**config.mk**
```make
export PLATFORM = sky130hd
export DESIGN_NAME = axis_rr_sel
export DESIGN_NICKNAME = d
export VERILOG_FILES = /design/src/rtl/axis_rr_sel.sv
export SDC_FILE = /design/constraint.sdc
export NUM_CORES = 1
export LEC_CHECK = 0
export BUFFER_PORTS_ARGS = -buffer_cell sky130_fd_sc_hd__buf_2
export CAP_MARGIN = 10
export CORE_MARGIN = 8
export CORE_UTILIZATION = 58
export CTS_CLUSTER_SIZE = 40
export DETAILED_ROUTE_END_ITERATION = 6
export PLACE_DENSITY = 0.8
export SLEW_MARGIN = 20
export SYNTH_ARGS = -nofsm -noshare
export SYNTH_HDL_FRONTEND = slang
export SYNTH_SLANG_ARGS = --single-unit
```
**constraint.sdc**
```tcl
create_clock -name clk -period 5.5 [get_ports clk]
set_input_delay 1.1 -clock clk [delete_from_list [all_inputs] [get_ports clk]]
set_output_delay 1.1 -clock clk [all_outputs]
set_load 0.05 [all_outputs]
```
**src/rtl/axis_rr_sel.sv**
```systemverilog
// ---------------------------------------------------------------------------
// axis_rr_sel -- round-robin packet arbiter for a merged AXI-Stream.
//
// Picks one of NUM_CH packet FIFOs and drives the select lines of a
// downstream demux. The grant is held for a whole packet and released on
// the handshaken tlast beat. Every packet is followed by one mandatory IDLE
// cycle.
//
// Ports:
//   clk            single clock, rising edge
//   rst_n          synchronous active-low reset
//   fifo_req       bit n high: FIFO n holds at least one complete packet
//   axis_in_tvalid tvalid of the merged stream toward the sink
//   axis_in_tready tready of the merged stream from the sink
//   axis_in_tlast  tlast of the merged stream
//   bus_sel        demux select: 128+n selects FIFO n, 0 selects none
//   grant          one-hot copy of the selection (all zero when none)
//   pkt_cnt        count of completed packets (wraps at 16 bits)
//   wdog_abort     one-cycle pulse when the watchdog releases a grant
//
// Build option:
//   ARB_WATCHDOG_EN  when defined, a grant that sees WDOG_CYCLES-1
//                    consecutive cycles without a tvalid&tready beat is
//                    released and wdog_abort pulses. When undefined,
//                    there is no counter and a grant is held indefinitely.
// ---------------------------------------------------------------------------
module axis_rr_sel #(
    parameter int NUM_CH      = 14,
    parameter int WDOG_CYCLES = 1024
) (
    input  logic              clk,
    input  logic              rst_n,
    input  logic [NUM_CH-1:0] fifo_req,
    input  logic              axis_in_tvalid,
    input  logic              axis_in_tready,
    input  logic              axis_in_tlast,
    output logic [7:0]        bus_sel,
    output logic [NUM_CH-1:0] grant,
    output logic [15:0]       pkt_cnt,
    output logic              wdog_abort
);

    localparam logic [NUM_CH-1:0] ONE_HOT0 = NUM_CH'(1);

    typedef enum logic {
        IDLE  = 1'b0,
        GRANT = 1'b1
    } state_t;

    state_t              state;
    state_t              state_next;
    logic [6:0]          last_ptr;
    logic [6:0]          pick;
    logic                pick_vld;
    logic [7:0]          idx;
    logic [NUM_CH-1:0]   req_sh;
    logic                beat;
    logic                last_beat;
    logic                wd_fire;

    assign beat      = axis_in_tvalid & axis_in_tready;
    assign last_beat = (state == GRANT) & beat & axis_in_tlast;

    // Round-robin search: walk channels last_ptr+1, last_ptr+2, ... modulo
    // NUM_CH and keep the first requester. last_ptr itself is visited last,
    // so a sole requester is regranted.
    always_comb begin
        pick     = '0;
        pick_vld = 1'b0;
        idx      = '0;
        req_sh   = '0;
        for (int i = 1; i <= NUM_CH; i++) begin
            idx = {1'b0, last_ptr} + 8'(i);
            if (idx >= 8'(NUM_CH)) begin
                idx = idx - 8'(NUM_CH);
            end
            req_sh = fifo_req >> idx;
            if (!pick_vld && req_sh[0]) begin
                pick     = idx[6:0];
                pick_vld = 1'b1;
            end
        end
    end

`ifdef ARB_WATCHDOG_EN
    localparam int WW = $clog2(WDOG_CYCLES) + 1;

    logic [WW-1:0] wd_cnt;

    // wd_cnt holds the number of beatless GRANT cycles seen so far; the
    // release fires in the cycle that would bring it to WDOG_CYCLES-1.
    assign wd_fire = (state == GRANT) && !beat &&
                     ((wd_cnt + WW'(1)) == WW'(WDOG_CYCLES - 1));

    always_ff @(posedge clk) begin
        if (!rst_n) begin
            wd_cnt     <= '0;
            wdog_abort <= 1'b0;
        end else begin
            wdog_abort <= wd_fire;
            if ((state != GRANT) || beat) begin
                wd_cnt <= '0;
            end else begin
                wd_cnt <= wd_cnt + WW'(1);
            end
        end
    end
`else
    assign wd_fire    = 1'b0;
    assign wdog_abort = 1'b0;
`endif

    always_ff @(posedge clk) begin
        if (!rst_n) begin
            state <= IDLE;
        end else begin
            state <= state_next;
        end
    end

    always_comb begin
        state_next = state;
        case (state)
            IDLE: begin
                if (pick_vld) begin
                    state_next = GRANT;
                end
            end
            GRANT: begin
                if (last_beat || wd_fire) begin
                    state_next = IDLE;
                end
            end
            default: state_next = IDLE;
        endcase
    end

    // Registered select outputs: updated on entry to GRANT and on release.
    always_ff @(posedge clk) begin
        if (!rst_n) begin
            bus_sel  <= 8'd0;
            grant    <= '0;
            pkt_cnt  <= 16'd0;
            last_ptr <= 7'(NUM_CH - 1);
        end else if (state == IDLE) begin
            if (pick_vld) begin
                bus_sel  <= 8'h80 | {1'b0, pick};
                grant    <= ONE_HOT0 << pick;
                last_ptr <= pick;
            end else begin
                bus_sel <= 8'd0;
                grant   <= '0;
            end
        end else if (last_beat) begin
            bus_sel <= 8'd0;
            grant   <= '0;
            pkt_cnt <= pkt_cnt + 16'd1;
        end else if (wd_fire) begin
            bus_sel <= 8'd0;
            grant   <= '0;
        end
    end

endmodule

```
==> summary.txt <==
Status
  • Status: finished, final reports clean

Logic synthesis
  • Leading area contributor after synthesis: dfxtp_1
  • Synth Area in Adders: 0.0366
  • Post-synthesis compound-gate area fraction: 0.342
  • Number of enable flip-flop cells after synthesis: 0
  • Sequential area share after synthesis: 0.105
  • Post-synth top area share: 0.105
  • Ys flop type: dfxtp_1
  • Mapped Nets: roughly 1,200
  • Largest family of logic cells by synthesized area: compound AO/OA/AOI/OAI gates
  • Simple-gate share of the synthesized area: 0.264
  • Synth warnings: 0
  • Multiplexer share of the synthesized area: 0.104
  • Mapped Avg Cell Area: about 7.5 µm²
  • Area contributors post-synth: dfxtp_1, xnor2_1, mux2i_1, nand2_1, nor2_1
  • Cell count after synthesis: 1,167
  • #FFs+latches synth: 46
  • Xor-xnor portion of the synthesized cell area: 0.0885
  • Synth cell types: 117
  • Async S/R FF share, synth: 0
  • Synth Cell Area: ~0.009 mm²

CTS
  • # H-tree levels: 2
  • TritonCTS Buffers: 5
  • Root Buffer: clkbuf_16
  • Clock-pin slew on the worst setup and hold paths: around 0.07 ns
  • CTS tree: yes
  • Longest Clk Path Bufs: 2
  • # Post-CTS Setup Buffers: 0
  • Clk_lat worst skew: roughly 0.30 ns
  • Post-CTS Resized: 0
  • CTS Sinks: 46
  • CTS Hold Bufs: 0

Drt
  • Vias per inst: 7.28
  • First drt pass iteration count: 5
  • WL per Instance: ~25 µm
  • Vias: slightly above 10,000
  • Initial drt markers: 1,408
  • Final WL: approximately 35 mm
  • Post-route ant nets: 0
  • Post-route DRC: 0

Finish
  • Fin nets: between 1,000 and 1,500
  • Synth-to-Final Area Change: 7.73%
  • Share of cells above drive strength 1: 0.185
  • Ant. Diodes: 0

Worst setup path
  • Worst R2R Path Depth: 16
  • Crit-path cells: buf_4 > xnor2_2 > clkinv_1 > ha_1 > xnor3_1 > mux4_2 > nor2_1 > mux2_2 > o21bai_2 > nand3_1 > nor3_2 > nand2_1 > o31ai_1 > a31oi_2 > and2_1 > a22o_1
  • CP max-delay cell: dfxtp_1
  • Reg2Reg Setup Slack: approximately 0.27 ns
  • Worst Setup Start Kind: register
  • CP required: ~5.7 ns
  • CP max stage delay: approximately 0.60 ns
  • Critical path class: register to register
  • R2R Path End: grant[9]$_SDFFE_PN0P_
  • Crit. End Element: register
  • WP data arrival: 5.43 ns
  • Reg2reg start: last_ptr[2]$_SDFFE_PN1P_
  • Critical path fanouts, max: 10

STA
  • Worst Hold Slack: 0.461 ns
  • Max-slew violations: 0
  • Slew HR: 0.353
  • Setup ws final: ~0.27 ns
  • Slew @ Worst Pin: 0.969 ns
  • Final-report setup violation count: 0
  • Clock skew: around 0.013 ns
  • RSZ-0062 raised after global routing: no
  • Final Hold Viols: 0
  • Fin Setup TNS: 0 ns
  • Period minus WS final: between 5 and 6 ns
  • Fmax: between 150 and 200 MHz
  • Tcrit/Tclk final: 0.951

Hold path
  • Min-Delay Path Class: register to register
  • Hold Crit Start: bus_sel[4]$_SDFFE_PN0P_
  • End of the worst hold path: bus_sel[4]$_SDFFE_PN0P_
  • Cells on Worst Hold Path: 1

Die
  • Total core area: roughly 0.015 mm²
  • Initial Utilization: 0.586
  • Die area: just under 0.02 mm²
  • Die Y: 139 µm
  • Io pins: between 50 and 60
  • Row count: 45
  • Chip Width: between 100 and 150 µm

GRT
  • First-pass GRT wire length: about 54 mm
  • Vias in the first global route: 9,414
  • GRT Total Usage: 0.349
  • Gr ovfl total: 0
  • Pin count of the biggest net entering global routing: 50
  • Antenna violations before repair: 0

Placement
  • IO buf count: 56
  • DP HPWL: 27.2 mm
  • Post-Place Setup Slack: 0.427 ns
  • Routability cong.: roughly 1.1

Run
  • Max Cap Viol: 0
-- metal layers --
| layer | wire (µm) | vias to the layer above | track usage |
|---|---|---|---|
| met1 | 13800 | 4779 | 0.449 |
| met4 | 1970 | 0 | 0.198 |
| met2 | 15500 | 689 | 0.539 |
| met5 | 0 | - | 0 |
| met3 | 3740 | 136 | 0.0633 |
| li1 | - | 4571 | - |
-- final cells by class --
class,instances,area (µm²)
multi-input combinational,1024,7370
fill,1438,5540
sequential,46,925
timing repair buffer,110,686
tap,188,235
clock buffer,6,139
inverter,21,78.8
clock inverter,2,60.1
-- metrics by stage --
stage,std cells,utilization,instance area [µm²]
final,1397,0.631,9490
after global routing,1397,0.631,9490
after CTS,1397,0.631,9490
after detailed placement,1389,0.618,9290
after global placement,1389,0.618,9290
after floorplan,1167,-,8810
-- worst max-delay path by stage --
stage	startpoint	slack, ns	to
after floorplan	last_ptr[1]$_SDFFE_PN0P_	0.29	grant[12]$_SDFFE_PN0P_
after global placement	last_ptr[2]$_SDFFE_PN1P_	0.51	grant[12]$_SDFFE_PN0P_
after detailed placement	last_ptr[2]$_SDFFE_PN1P_	0.43	grant[5]$_SDFFE_PN0P_
after CTS	last_ptr[2]$_SDFFE_PN1P_	0.41	grant[5]$_SDFFE_PN0P_
after global routing	last_ptr[2]$_SDFFE_PN1P_	0.03	grant[3]$_SDFFE_PN0P_
final	last_ptr[2]$_SDFFE_PN1P_	0.27	grant[9]$_SDFFE_PN0P_
-- Yosys cell counts, types with 22 or more instances --
library cell,count
nand3_1,37
nand2_1,105
a21oi_1,67
dfxtp_1,46
o21ai_0,52
nand4_1,22
xnor2_1,64
ha_1,25
nor3_1,23
nor2_1,94
buf_2,24
mux2i_1,44
a31oi_1,25
-- critical path, delay by kind of cell, from the launching register on --
| kind | cells | cell delay, ns |
|---|---|---|
| compound gates | 4 | 1.14 |
| xor+xnor | 2 | 0.68 |
| fa+ha+maj | 1 | 0.42 |
| buf+inv | 2 | 0.58 |
| flops | 1 | 0.60 |
| mux | 2 | 0.65 |
| simple gates | 5 | 1.07 |
-- cells in the final DEF, fill, tap and decap left out, types with 18 or more instances in the layout --
master	n
nor3_1	23
a31oi_1	25
o211ai_1	20
nand2_1	105
o21ai_0	52
and3_1	21
mux2_2	19
and2_1	19
a22o_1	18
nand4_1	22
nor2_1	94
xnor2_1	64
nand3_1	37
nand2b_1	19
mux2i_1	44
a21oi_1	67
ha_1	25
dfxtp_1	43
buf_2	56
buf_4	54
-- sequential cells by signal, indices dropped and copies added, names as in the netlist --
signal    flops
bus_sel       8
grant        14
last_ptr      7
pkt_cnt      16
state         1
-- kinds of logic after synthesis --
kind of cell             count (synthesis)
AO/OA/AOI/OAI                          399
XOR/XNOR                                84
adder cells (fa/ha/maj)                 26
buffers and inverters                   97
flip-flops                              46
multiplexers                            75
other                                    1
AND/OR/NAND/NOR                        439
Power is left out: the tool's default activity adds up to more than one toggle a clock period on the data nets, which glitch-free logic cannot reach.
